[src/rtl/bfm_operand_scheduler.sv]
// bfm_operand_scheduler
// Shares one bfm operand datapath between NUM_REQ requesters. A round-robin
// arbiter picks at most one operand pair per cycle and drives it onto
// A_s/B_s. Each issued pair is tagged with its requester ID, and the bfm
// result comes back with that tag RES_LAT cycles later. Issued pairs are
// counted per batch, and xmit_en_o toggles at every batch boundary.
//
// Handshake: requester k transfers a pair on a clock edge where
// req_valid_i[k] and req_ready_o[k] are both high. Once a requester raises
// valid, it keeps valid high and its operands stable until that edge.
// req_ready_o is a one-hot grant. It depends only on req_valid_i, the
// round-robin pointer and the FSM state, and never on the operands.
// Responses carry no backpressure: rsp_valid_o is a single-cycle pulse.
module bfm_operand_scheduler #(
    parameter int NUM_REQ    = 4,
    parameter int ITEM_WIDTH = 8,
    parameter int RES_WIDTH  = 8,
    parameter int RES_LAT    = 1,
    parameter int BATCH_LEN  = 100
) (
    input  logic                            clk_i,
    input  logic                            reset_ni,
    input  logic                            enable_i,
    input  logic [NUM_REQ-1:0]              req_valid_i,
    input  logic [NUM_REQ*ITEM_WIDTH-1:0]   req_a_i,
    input  logic [NUM_REQ*ITEM_WIDTH-1:0]   req_b_i,
    output logic [NUM_REQ-1:0]              req_ready_o,
    output logic [ITEM_WIDTH-1:0]           A_s,
    output logic [ITEM_WIDTH-1:0]           B_s,
    input  logic [RES_WIDTH-1:0]            res_i,
    output logic                            rsp_valid_o,
    output logic [$clog2(NUM_REQ)-1:0]      rsp_id_o,
    output logic [RES_WIDTH-1:0]            rsp_data_o,
    output logic                            xmit_en_o,
    output logic                            batch_done_o,
    output logic                            busy_o,
    output logic [1:0]                      dbg_state_o
);

    localparam int ID_W  = $clog2(NUM_REQ);
    localparam int CNT_W = (BATCH_LEN > 1) ? $clog2(BATCH_LEN) : 1;
    localparam int INF_W = $clog2(RES_LAT + 2);

    typedef enum logic [1:0] {
        ST_IDLE  = 2'd0,
        ST_RUN   = 2'd1,
        ST_DRAIN = 2'd2
    } state_t;

    state_t               state_q;
    state_t               state_d;
    logic [ID_W-1:0]      ptr_q;
    logic [NUM_REQ-1:0]   grant;
    logic [ID_W-1:0]      grant_id;
    logic                 grant_found;
    logic [ID_W:0]        arb_sum;
    logic [ID_W-1:0]      arb_cand;
    logic                 fire;
    logic [RES_LAT-1:0]   tag_v_q;
    logic [ID_W-1:0]      tag_id_q [RES_LAT];
    logic [INF_W-1:0]     inflight_q;
    logic [CNT_W-1:0]     batch_cnt_q;
    logic                 pipe_empty;
    logic                 head_v;

    assign head_v      = tag_v_q[RES_LAT-1];
    assign pipe_empty  = (tag_v_q == '0) && (inflight_q == '0);
    assign dbg_state_o = state_q;

    // Round-robin search: the first valid requester at or above the pointer, wrapping.
    always_comb begin
        grant       = '0;
        grant_id    = '0;
        grant_found = 1'b0;
        arb_sum     = '0;
        arb_cand    = '0;
        for (int i = 0; i < NUM_REQ; i++) begin
            arb_sum = {1'b0, ptr_q} + (ID_W+1)'(i);
            if (arb_sum >= (ID_W+1)'(NUM_REQ)) begin
                arb_sum = arb_sum - (ID_W+1)'(NUM_REQ);
            end
            arb_cand = arb_sum[ID_W-1:0];
            if (!grant_found && req_valid_i[arb_cand]) begin
                grant[arb_cand] = 1'b1;
                grant_id        = arb_cand;
                grant_found     = 1'b1;
            end
        end
    end

    // Grants are offered only in RUN; IDLE and DRAIN present an all-zero ready.
    assign req_ready_o = (state_q == ST_RUN) ? grant : '0;
    assign fire        = (state_q == ST_RUN) && grant_found;

    // Next-state logic. A drain always runs to completion, even if enable returns.
    always_comb begin
        state_d = state_q;
        unique case (state_q)
            ST_IDLE:  if (enable_i)   state_d = ST_RUN;
            ST_RUN:   if (!enable_i)  state_d = ST_DRAIN;
            ST_DRAIN: if (pipe_empty) state_d = ST_IDLE;
            default:  state_d = ST_IDLE;
        endcase
    end

    // State register. busy_o tracks the registered state (low only in IDLE).
    always_ff @(posedge clk_i or negedge reset_ni) begin
        if (!reset_ni) begin
            state_q <= ST_IDLE;
            busy_o  <= 1'b0;
        end else begin
            state_q <= state_d;
            busy_o  <= (state_d != ST_IDLE);
        end
    end

    // Operand launch and pointer update. Both hold when nothing fires.
    always_ff @(posedge clk_i or negedge reset_ni) begin
        if (!reset_ni) begin
            A_s   <= '0;
            B_s   <= '0;
            ptr_q <= '0;
        end else if (fire) begin
            A_s   <= req_a_i[grant_id*ITEM_WIDTH +: ITEM_WIDTH];
            B_s   <= req_b_i[grant_id*ITEM_WIDTH +: ITEM_WIDTH];
            ptr_q <= (grant_id == ID_W'(NUM_REQ - 1)) ? '0 : grant_id + 1'b1;
        end
    end

    // Tag pipeline. A tag written at edge N sits at the head during the cycle
    // before edge N+RES_LAT, which is when the bfm result for it is on res_i.
    always_ff @(posedge clk_i or negedge reset_ni) begin
        if (!reset_ni) begin
            tag_v_q <= '0;
            for (int s = 0; s < RES_LAT; s++) begin
                tag_id_q[s] <= '0;
            end
        end else begin
            tag_v_q[0]  <= fire;
            tag_id_q[0] <= grant_id;
            for (int s = 1; s < RES_LAT; s++) begin
                tag_v_q[s]  <= tag_v_q[s-1];
                tag_id_q[s] <= tag_id_q[s-1];
            end
        end
    end

    // In-flight count: pairs issued but not yet returned as a response.
    always_ff @(posedge clk_i or negedge reset_ni) begin
        if (!reset_ni) begin
            inflight_q <= '0;
        end else begin
            unique case ({fire, head_v})
                2'b10:   inflight_q <= inflight_q + INF_W'(1);
                2'b01:   inflight_q <= inflight_q - INF_W'(1);
                default: inflight_q <= inflight_q;
            endcase
        end
    end

    // Response capture. The ID and data hold between pulses.
    always_ff @(posedge clk_i or negedge reset_ni) begin
        if (!reset_ni) begin
            rsp_valid_o <= 1'b0;
            rsp_id_o    <= '0;
            rsp_data_o  <= '0;
        end else begin
            rsp_valid_o <= head_v;
            if (head_v) begin
                rsp_id_o   <= tag_id_q[RES_LAT-1];
                rsp_data_o <= res_i;
            end
        end
    end

    // Batch accounting. The count survives IDLE and DRAIN; only reset clears it.
    always_ff @(posedge clk_i or negedge reset_ni) begin
        if (!reset_ni) begin
            batch_cnt_q  <= '0;
            xmit_en_o    <= 1'b0;
            batch_done_o <= 1'b0;
        end else begin
            batch_done_o <= 1'b0;
            if (fire) begin
                if (batch_cnt_q == CNT_W'(BATCH_LEN - 1)) begin
                    batch_cnt_q  <= '0;
                    xmit_en_o    <= ~xmit_en_o;
                    batch_done_o <= 1'b1;
                end else begin
                    batch_cnt_q <= batch_cnt_q + CNT_W'(1);
                end
            end
        end
    end

    // Structural invariants: the grant is one-hot, and the in-flight count is bounded by the pipeline depth.
    always_ff @(posedge clk_i) begin
        if (reset_ni) begin
            assert ($onehot0(req_ready_o));
            assert (inflight_q <= INF_W'(RES_LAT));
        end
    end

endmodule

[config.mk]
export PLATFORM = sky130hd
export DESIGN_NAME = bfm_operand_scheduler
export DESIGN_NICKNAME = d
export VERILOG_FILES = /design/src/rtl/bfm_operand_scheduler.sv
export SDC_FILE = /design/constraint.sdc
export NUM_CORES = 1
export LEC_CHECK = 0
export ABC_CLOCK_PERIOD_IN_PS = 3400
export CAP_MARGIN = 20
export CORE_UTILIZATION = 35
export CTS_CLUSTER_DIAMETER = 100
export DETAILED_ROUTE_END_ITERATION = 8
export PLACE_DENSITY = 0.71
export REMOVE_ABC_BUFFERS = 1
export SYNTH_ARGS = -nofsm -noshare
export SYNTH_HDL_FRONTEND = slang
export SYNTH_SLANG_ARGS = --single-unit
[constraint.sdc]
create_clock -name clk_i -period 3.4 [get_ports clk_i]
set_clock_uncertainty 0.2 [all_clocks]
set_input_delay 0.51 -clock clk_i [delete_from_list [all_inputs] [get_ports clk_i]]
set_output_delay 0.51 -clock clk_i [all_outputs]
set_load 0.02 [all_outputs]
# After elaboration in Yosys (flattened, before gate mapping)
# Cells that the tools add are included.
dict set report op_classes {
  bitwise 5
  reduce_logical 17
  shift 2
  magnitude_cmp 12
  eq_ne 6
  add_sub_neg 11
  n_mux 42
}
# cell count
set op_table {}
lappend op_table {{$shiftx 32x6->8} 2}
lappend op_table {{$mux 2} 12}
lappend op_table {{$mux 4} 5}
lappend op_table {{$mux 1} 14}
lappend op_table {{$lt 2x3->1 const B} 4}
lappend op_table {{$or 4x4->4} 3}
lappend op_table {{$sub 2x1->2 const B} 5}
lappend op_table {{$ge 3x3->1 const B} 3}
lappend op_table {{$logic_and 1x1->1} 9}
lappend op_table {{$bmux 1 s2} 4}
lappend op_table {{$demux 1 s2} 4}
lappend op_table {{$ge 2x1->1 const B} 4}
lappend op_table {{$add 7x1->7 const B} 1}
lappend op_table {{$eq 7x7->1 const B} 1}
lappend op_table {{$mux 7} 1}
lappend op_table {{$add 2x2->3 const B} 2}
lappend op_table {{$eq 2x2->1 const B} 3}
lappend op_table {{$pmux 2 s3} 1}
lappend op_table {{$add 2x1->2 const B} 2}
lappend op_table {{$eq 2x1->1 const B} 2}
lappend op_table {{$logic_not 2->1} 2}
lappend op_table {{$pmux 2 s2} 1}
lappend op_table {{$reduce_bool 2->1} 2}
lappend op_table {{$add 2x1->3 const B} 1}
lappend op_table {{other kinds (4)} 7}
dict set report totals {
  elab_cells 109
  register_bits 46
  out_inout_bits 36
}

# Logic depth before layout (Yosys ltp)
# Gate-level depths: netlist (run 1).
dict set report logic_depth {
  ltp_word 17
  depth_mapped 13
  ltp_nobuf 10
}

# Worst setup path before layout (run 1)
# OpenSTA, ideal clock, no wires.
dict set report synth_timing {
  kind {register to register}
  from {register ptr_q[0]}
  to {register ptr_q[0]}
  stages_incl_launch_ff 14
  arrival_ns 2.902
  setup_slack_ns 0.177
  required_time_ns 3.079
  period_less_slack_ns 3.223
  cell_sequence {dfrtp_1 > buf_6 > buf_2 > inv_1 > ha_1 > mux4_2 > o211a_1 > nor4b_2 > o21a_1 > buf_6 > buf_6 > ha_1 > o21ai_0 > a22o_1}
}
dict set report synth_via {
  elab_chain_cells 16
  word_cells_on_any_way 41
  cone_classes {8 x add/sub; 4 x order compare; 1 x eq/ne; 21 x mux; 7 x reduce/logical}
}
# element line_no
set synth_rtl {}
lappend synth_rtl {{start, declared} 52} ;# logic [ID_W-1:0] ptr_q;
lappend synth_rtl {{start signal, assigned} 126} ;# ptr_q <= (grant_id == ID_W'(NUM_REQ - 1)) ? '0 : grant_id + 1'b1;
lappend synth_rtl {{branches (longest 13 deep; another with $add 2x1->3)} --}
lappend synth_rtl {{$mux 2 (*)} 83} ;# if (!grant_found && req_valid_i[arb_cand]) begin
lappend synth_rtl {{named net grant_id[1]} 54} ;# logic [ID_W-1:0] grant_id;
lappend synth_rtl {{$eq 2x2->1 (*)} 126}
lappend synth_rtl {{$mux 2 (*)} 126}
# Mark *: on every way through the listed nets, which the timed path passes. The select of a mux whose other input is x is not followed.
# A chain may end at the register's enable or synchronous reset.

# Worst setup path in the final report (run 1)
dict set report layout_timing {
  from {input req_valid_i[1]}
  to {output req_ready_o[1]}
}
dict set report layout_via {
  elab_chain_cells 13
  word_cells_on_any_way 25
  cone_classes {16 x mux; 3 x bitwise; 6 x reduce/logical}
}
# element line_no
set layout_rtl {}
lappend layout_rtl {{start, declared} 24} ;# input logic [NUM_REQ-1:0] req_valid_i,
lappend layout_rtl {{$bmux 1 s2} 83}
lappend layout_rtl {{$mux 1 (not written as such)} 83}
lappend layout_rtl {{$mux 1} 83}
lappend layout_rtl {{$logic_not 1->1} 83}
lappend layout_rtl {{$logic_and 1x1->1} 83}
lappend layout_rtl {{$mux 1} 83}
lappend layout_rtl {{$logic_not 1->1} 83}
lappend layout_rtl {{$logic_and 1x1->1} 83}
lappend layout_rtl {{$mux 1} 83}
lappend layout_rtl {{$logic_not 1->1} 83}
lappend layout_rtl {{$logic_and 1x1->1} 83}
lappend layout_rtl {{$mux 4 (*)} 83}
lappend layout_rtl {{$mux 4 (*)} 92} ;# assign req_ready_o = (state_q == ST_RUN) ? grant : '0;
lappend layout_rtl {{end, declared} 27} ;# output logic [NUM_REQ-1:0] req_ready_o,
# Mark *: on every way between the ends. The rest lies on a longest branch, timed or not. The select of a mux whose other input is x is not followed.

==> results of run 1 <==
## cell usage after synthesis (5+ instances only)
library cell / number
nor2_1: 15
inv_1: 5
dfrtp_1: 46
ha_1: 10
nand2_1: 26
xnor2_1: 5
clkbuf_1: 5
o221ai_1: 15
a21oi_1: 5
mux2_2: 10
mux2i_1: 34
## through the flow
step / hold WS (ns) / area [um2] / worst slack (ns) / setup TNS (ns)
5_1_grt: 0.298 / 4130 / 0.0377 / 0
3_5_place_dp: 0.262 / 4000 / -0.192 / -0.694
3_3_place_gp: 0.259 / 4000 / -0.138 / -0.514
4_1_cts: 0.204 / 4100 / 0.184 / 0
2_1_floorplan: 0.0144 / 2580 / -0.754 / -10.29
6_report: 0.274 / 4130 / 0.180 / 0
## repair_timing
action	4_1_cts	5_1_grt
hold buffers	0	1
gates resized for setup	7	0
endpoints found under the hold margin	0	4
endpoints found under the setup margin	4	0
## metal layers
metal / routed length, um / track usage [%] / vias up
li1: - / - / 1149
met1: 2740 / 20.9 / 1167
met2: 3330 / 30.0 / 89
met3: 472 / 5.58 / 9
met4: 109 / 4.62 / 0
met5: 0 / 0 / -
## worst max-delay path: stages
cell and delay (ns):
clkdlybuf4s50_1 0.48, mux4_2 0.50, buf_4 0.18, a22oi_1 0.18, nor2_1 0.06, a221oi_1 0.21, nor2_1 0.07, dlygate4sd2_1 0.33
## registers in the layout, indices dropped and copies added, names as in the netlist
register,cells
head_v,1
batch_done_o,1
dbg_state_o,2
A_s,8
rsp_data_o,8
inflight_q,2
ptr_q,2
tag_id_q,2
rsp_id_o,2
batch_cnt_q,7
B_s,8
busy_o,1
xmit_en_o,1
rsp_valid_o,1
## final cells by class
cell class                      instances  area share, %
Timing Repair Buffer                  132           32.0
Tap cell                               99           3.00
Clock buffer                            5           1.67
Inverter                                6          0.546
Clock inverter                          3          0.576
Multi-Input combinational cell        177           34.3
Sequential cell                        46           27.9
## worst paths after layout
check                                      start  slack (ns)                     to
hold / removal             xmit_en_o$_DFFE_PN0P_        0.27  xmit_en_o$_DFFE_PN0P_
max in group asynchronous               reset_ni        2.21     B_s[4]$_DFFE_PN0P_
min in group asynchronous               reset_ni        0.35       busy_o$_DFF_PN0_
setup reg to reg            ptr_q[0]$_DFFE_PN0P_        0.53     B_s[2]$_DFFE_PN0P_
hold reg to reg            xmit_en_o$_DFFE_PN0P_        0.27  xmit_en_o$_DFFE_PN0P_
setup / recovery                  req_valid_i[1]        0.18         req_ready_o[1]
## kinds of logic (layout without fill, tap and decap cells)
logic type / after synthesis / after routing
AOI/OAI and AO/OA: 45 / 45
xor gates and xnor gates: 7 / 7
adders and majority gates: 10 / 10
buffers and inverters: 20 / 146
DFF: 46 / 46
muxes: 48 / 48
and+or+nand+nor: 67 / 67
## power by group through the flow
stage | sequential [mW] | combinational, mW | clock, mW
floorplan | 1.20 | 1.14 | 0
global placement | 0.965 | 2.26 | 0
detailed placement | 0.977 | 2.30 | 0
CTS | 0.969 | 2.31 | 0.353
global route | 1.00 | 2.50 | 0.377
finish | 0.966 | 2.29 | 0.340
==> results.rst, run 1 <==
.. list-table::
   :header-rows: 1

   * - Metric
     - Value
   * - Post-CTS Setup Repair Bufs
     - 0
   * - Endpoint type of the worst setup path
     - primary output
   * - Routed wire length
     - 6.65 mm
   * - Number of top-level pins
     - 115
   * - Die Outline Area
     - 8030 um2
   * - Share of the yosys chip area belonging to registers
     - between 40 and 50%
   * - Synth Area in XOR/XNOR
     - 2.28%
   * - Buffers added on ports
     - 114
   * - Multiplexer fraction of the synthesized cell area
     - 20.2%
   * - Routability congestion estimate
     - 0.822
   * - Data arrival time of the critical path
     - 2.51 ns
   * - Instance count along the most critical hold path
     - 1
   * - Avg Cell Area, Syn
     - 11.1 um2
   * - Clock edge transition at the registers on the reported setup and hold paths
     - approximately 0.090 ns
   * - Average wire per standard cell
     - around 14 um
   * - Count of final setup violators
     - 0
   * - Total routing usage reported by global routing
     - 17.4%
   * - Num Clock Sinks
     - 46
   * - Pwr Density
     - 871 nW/um2
   * - Switching share of total power
     - 41.4%
   * - Count of non-filler cells in the finished layout
     - 468
   * - Mapped cell area
     - 2690 um2
   * - Number of synthesized register bits
     - 46
   * - Sequential share of power
     - 26.9%
   * - Basic-gate share of the synthesized area counting and, or, nand and nor cells
     - 12.3%
   * - Count of max-cap constraint violations
     - 0
   * - Async set-reset flop share out of synthesis
     - 100%
   * - Fraction of power consumed by the clock network
     - 9.5%
   * - Predominant post-synthesis flop cell
     - dfrtp_1
   * - Storage element area
     - between 1000 and 1500 um2
   * - Commonest cells after routing, fill and taps aside
     - 108 x clkdlybuf4s50_1, 46 x dfrtp_1, 34 x mux2i_1, 26 x nand2_1
   * - Clock latency on the worst-skew pair
     - 0.30 ns
   * - Most frequent standard cell in the layout excluding fill and tap cells
     - clkdlybuf4s50_1
   * - Largest net degree at the start of global routing
     - 47
   * - Starting density of the core
     - 36.7%
   * - Top cells by area, synth
     - dfrtp_1 43%, mux2i_1 13%, o221ai_1 4.9%
   * - H-tree levels
     - 2
   * - Maximum fanout encountered on the critical timing path
     - 6
   * - Final count of hold timing violations
     - 0
   * - Total power after layout
     - 3.60 mW
   * - Peak ir drop on the vdd network
     - 286 uV
   * - Fin crit share
     - 94.7%
   * - Height of the chip
     - around 90 um
   * - Net switching power figure
     - 1.49 mW
   * - Via count of the first global-routing pass
     - 2,301
   * - Leading area contributor after synthesis
     - dfrtp_1
   * - Area taken by multi-input logic gates
     - 1420 um2
   * - Internal power
     - between 2 and 2.5 mW
   * - Number of distinct library cell variants in the gate-level netlist after synthesis
     - between 40 and 50
   * - Instance count after placement with tap cells included
     - 458
   * - Setup repair after global routing missed its margin
     - false
   * - Area added between synthesis and finish
     - 53.5%
   * - Compound-gate portion of the synthesized area
     - between 10% and 20%
   * - Core occupancy in the finished layout
     - about 56%
   * - Clock tree from TritonCTS
     - done
   * - CP Class
     - primary input to primary output
   * - Adder-cell share of the synthesized area
     - roughly 4.7%
   * - Number of flops mapped to enable cells by yosys
     - 0
   * - Global-route wire length before repair
     - 10.7 mm
   * - Min-delay worst type
     - flop to flop
   * - Final Net Count
     - between 400 and 500
   * - Placement Rows
     - 31
   * - Number of buffers between clock root and the deepest sink
     - 2
   * - CTS buffer count
     - 5
   * - Area share of the largest cell type after synthesis
     - between 40% and 50%
   * - Count of unresolved DRC violations after routing
     - 0
   * - Relative contribution of combinational cells to total power
     - 63.7%
   * - Router iterations before antenna repair
     - 4
   * - Count of mapped cells out of synthesis
     - 243
   * - Number of antenna violations at the first check in global routing
     - 0
   * - Least-Margin Pin Slew
     - 0.612 ns
   * - Area of the placeable core
     - 7330 um2
   * - Worst reg-to-reg path cell count
     - 10
   * - Violation count after the first detailed-routing iteration
     - 99
   * - Leak
     - about 1.8 nW
   * - Antenna violation net count after detailed routing
     - 0
   * - Number of inserted diodes
     - 0
   * - Launching element type of the critical path
     - primary input
   * - Combinational family with the most area after synthesis
     - multiplexers
   * - Fill cell count
     - 620
   * - Fraction of final layout cells with drive strength greater than 1
     - 12.5%
   * - Max-slew headroom
     - 59.1%
   * - DP HPWL
     - 5.04 mm
   * - Post-layout minimum cycle time
     - 3.22 ns
   * - Number of warnings reported in the yosys synthesis log
     - 0
   * - Worst path required time
     - around 2.7 ns
   * - Clock root cell
     - clkbuf_8
   * - Global-route congestion overflow total
     - 0
   * - Max Fclk
     - 311 MHz
   * - DR vias/cell
     - between 5 and 6
   * - Chip Width
     - 89.6 um
   * - Status
     - finished clean
   * - Final Slew Violations
     - 0
   * - Overall via count from detail_route
     - roughly 2,400
Note: power is estimated with default switching activity, not from simulation.
==> inputs of run 2 (changes only) <==
--- a/config.mk
+++ b/config.mk
@@ -7,10 +7,10 @@
 export LEC_CHECK = 0
 export ABC_CLOCK_PERIOD_IN_PS = 3400
 export CAP_MARGIN = 20
-export CORE_UTILIZATION = 35
+export CORE_UTILIZATION = 39
 export CTS_CLUSTER_DIAMETER = 100
 export DETAILED_ROUTE_END_ITERATION = 8
-export PLACE_DENSITY = 0.71
+export PLACE_DENSITY = 0.78
 export REMOVE_ABC_BUFFERS = 1
 export SYNTH_ARGS = -nofsm -noshare
 export SYNTH_HDL_FRONTEND = slang
==> results.rst, run 2 (same netlist as run 1, synthesis figures left out) <==
.. list-table::
   :header-rows: 1

   * - Metric
     - Value
   * - Count of unresolved DRC violations after routing
     - 0 (unchanged)
   * - Launching element type of the critical path
     - primary input
   * - Clock tree from TritonCTS
     - done
   * - Data arrival time of the critical path
     - 2.52 ns (about the same)
   * - Height of the chip
     - 85.0 um (-5.1%)
   * - DR vias/cell
     - 5.34 (+3.5%)
   * - Starting density of the core
     - 41.4% (+4.7 points)
   * - Global-route wire length before repair
     - 10.6 mm (-0.70%)
   * - Most frequent standard cell in the layout excluding fill and tap cells
     - clkdlybuf4s50_1
   * - Layout Cell Area excl Fill
     - 4130 um2 (about the same)
   * - Antenna violation net count after detailed routing
     - 0 (unchanged)
   * - Slowest Stage Delay on Critical Path
     - 0.52 ns (+0.02 ns)
   * - H-tree levels
     - 2 (unchanged)
   * - Largest registers in the final layout
     - A_s x8, B_s x8, rsp_data_o x8
   * - Worst reg-to-reg path cell count
     - 10 (unchanged)
   * - Reg-to-reg setup timing slack
     - 0.46 ns (-0.07 ns)
   * - Area added between synthesis and finish
     - 53.6% (about the same)
   * - Largest net degree at the start of global routing
     - 47 (unchanged)
   * - Total routing usage reported by global routing
     - 18.4% (+1.0 points)
   * - Worst path required time
     - 2.69 ns (about the same)
   * - Maximum fanout encountered on the critical timing path
     - 6 (unchanged)
   * - Routability congestion estimate
     - 0.878 (+6.9%)
   * - Sequential share of power
     - 26.9% (about the same)
   * - Core occupancy in the finished layout
     - 63.6% (+7.3 points)
   * - Cell mode on critical path
     - nor2_1
   * - Worst-case hold path end point
     - inflight_q[1]$_DFFE_PN0P_
   * - Final Net Count
     - 460 (+0.66%)
   * - Routed wire length
     - 6.45 mm (-3.1%)
   * - Via count of the first global-routing pass
     - 2,334 (+1.4%)
   * - Metal2 WL
     - 3.25 mm (-2.3%)
   * - Clock edge transition at the registers on the reported setup and hold paths
     - 0.08 ns (about the same)
   * - Beginning of the worst hold path
     - inflight_q[1]$_DFFE_PN0P_
   * - Commonest cells after routing, fill and taps aside
     - 108 x clkdlybuf4s50_1, 46 x dfrtp_1, 34 x mux2i_1, 26 x nand2_1
   * - Met3 WL post-DR
     - 471 um (-0.21%)
   * - Die Outline Area
     - 7230 um2 (-10%)
   * - Relative contribution of combinational cells to total power
     - 64.0% (+0.3 points)
   * - CTS buffer count
     - 5 (unchanged)
   * - Buffers added on ports
     - 114 (unchanged)
   * - Clock latency on the worst-skew pair
     - 0.30 ns (about the same)
   * - Internal power
     - 2.12 mW (+0.40%)
   * - Fraction of final layout cells with drive strength greater than 1
     - 13.7% (+1.2 points)
   * - Post-CTS Setup Repair Bufs
     - 0 (unchanged)
   * - Least-Margin Pin Slew
     - 0.596 ns (-0.0159 ns)
   * - CP Class
     - primary input to primary output
   * - Count of max-cap constraint violations
     - 0 (unchanged)
   * - Status
     - finished clean
   * - Instance count along the most critical hold path
     - 1 (unchanged)
   * - Endpoint type of the worst setup path
     - primary output
   * - DP HPWL
     - 5.08 mm (+0.62%)
   * - Peak ir drop on the vdd network
     - 384 uV (+34%)
   * - Leak
     - 1.79 nW (+1.5%)
   * - Fraction of power consumed by the clock network
     - 9.1% (-0.4 points)
   * - Number of buffers between clock root and the deepest sink
     - 2 (unchanged)
   * - Reg2reg start
     - ptr_q[0]$_DFFE_PN0P_
   * - Net switching power figure
     - 1.47 mW (-1.5%)
   * - Overall via count from detail_route
     - 2,396 (-0.75%)
   * - Met1 Routed Length
     - 2.63 mm (-4.1%)
   * - Number of inserted diodes
     - 0 (unchanged)
   * - Final Slew Violations
     - 0 (unchanged)
   * - Clock root cell
     - clkbuf_8
   * - Average wire per standard cell
     - 14.4 um (+1.0%)
   * - Router iterations before antenna repair
     - 4 (unchanged)
   * - Switching share of total power
     - 40.9% (-0.46 points)
   * - Setup repair after global routing missed its margin
     - false
   * - Max-slew headroom
     - 60.2% (+1.1 points)
   * - DP Area
     - 4000 um2 (-0.12%)
   * - Placement Rows
     - 29 (-6.5%)
   * - Final count of hold timing violations
     - 0 (unchanged)
   * - Slowest cell on crit path
     - mux4_2
   * - Number of antenna violations at the first check in global routing
     - 0 (unchanged)
   * - Area of the placeable core
     - 6490 um2 (-11%)
   * - Min-delay worst type
     - flop to flop
   * - Count of final setup violators
     - 0 (unchanged)
   * - Sequence of cells on the critical path
     - clkdlybuf4s50_1, mux4_2, buf_4, a22oi_1, nor2_1, a221oi_1, nor2_1, dlygate4sd2_1
   * - Cell type group with the largest total delay on the critical path
     - buffers and inverters
   * - Num Clock Sinks
     - 46 (unchanged)
   * - Max Fclk
     - 309 MHz (-0.37%)
   * - Violation count after the first detailed-routing iteration
     - 80 (-19%)
   * - Fin crit share
     - 95.1% (+0.35 points)
   * - Pwr Density
     - 868 nW/um2 (-0.41%)
   * - Number of top-level pins
     - 115 (unchanged)
   * - Post-layout minimum cycle time
     - 3.23 ns (+0.0120 ns)
   * - Worst r2r dst
     - B_s[2]$_DFFE_PN0P_
   * - Buffers and inverters on the worst path
     - 3 (unchanged)
   * - Chip Width
     - 85.0 um (-5.1%)
   * - Global-route congestion overflow total
     - 0 (unchanged)
   * - Highest metal layer used by the detailed router
     - met4
run 2: power groups by stage:
stage               logic (mW)  clock network, mW  registers, mW
finish                    2.29              0.326          0.963
global route              2.48              0.357           1.00
CTS                       2.30              0.338          0.963
detailed placement        2.30                  0          0.971
global placement          2.25                  0          0.965
floorplan                 1.14                  0           1.20
run 2: worst max path at each step:
stage | start | to | slack, ns | cells past startpoint
after global routing | req_valid_i[2] | req_ready_o[1] | 0.004 | 8
after global placement | req_valid_i[1] | req_ready_o[2] | -0.09 | 8
after CTS | req_valid_i[1] | req_ready_o[3] | 0.14 | 8
after floorplan | ptr_q[0]$_DFFE_PN0P_ | ptr_q[0]$_DFFE_PN0P_ | -0.75 | 9
final | req_valid_i[2] | req_ready_o[1] | 0.17 | 8
after detailed placement | req_valid_i[1] | req_ready_o[3] | -0.17 | 8
run 2: final cells by class:
type / count / area [um2]
Sequential cell: 46 / 1150
Inverter: 6 / 22.5
Tap cell: 77 / 96.3
Clock buffer: 6 / 72.6
Fill cell: 516 / 2370
Clock inverter: 2 / 13.8
Timing Repair Buffer: 135 / 1350
Multi-Input combinational cell: 177 / 1420
run 2: routing by layer:
| layer | global-route usage [%] | up-vias |
|---|---|---|
| li1 | - | 1157 |
| met1 | 22.8 | 1129 |
| met2 | 31.5 | 97 |
| met3 | 5.25 | 13 |
| met4 | 4.93 | 0 |
| met5 | 0 | - |
run 2: per-stage QoR:
stage               setup slack [ns]  hold WS, ns  instances  setup TNS, ns  power, mW
floorplan                     -0.754       0.0144        229         -10.29       2.34
global placement             -0.0903        0.258        439         -0.329       3.22
detailed placement            -0.169        0.263        439         -0.584       3.27
CTS                            0.138        0.202        447              0       3.60
global route                 0.00375        0.310        449              0       3.85
finish                         0.168        0.276        449              0       3.58
run 2: repair_timing:
action / 4_1_cts / 5_1_grt
setup endpoints to repair: 4 / 2
pin swaps: 0 / 0
endpoints found under the hold margin: 0 / 11
hold buffers: 0 / 1
gates resized for setup: 6 / 4
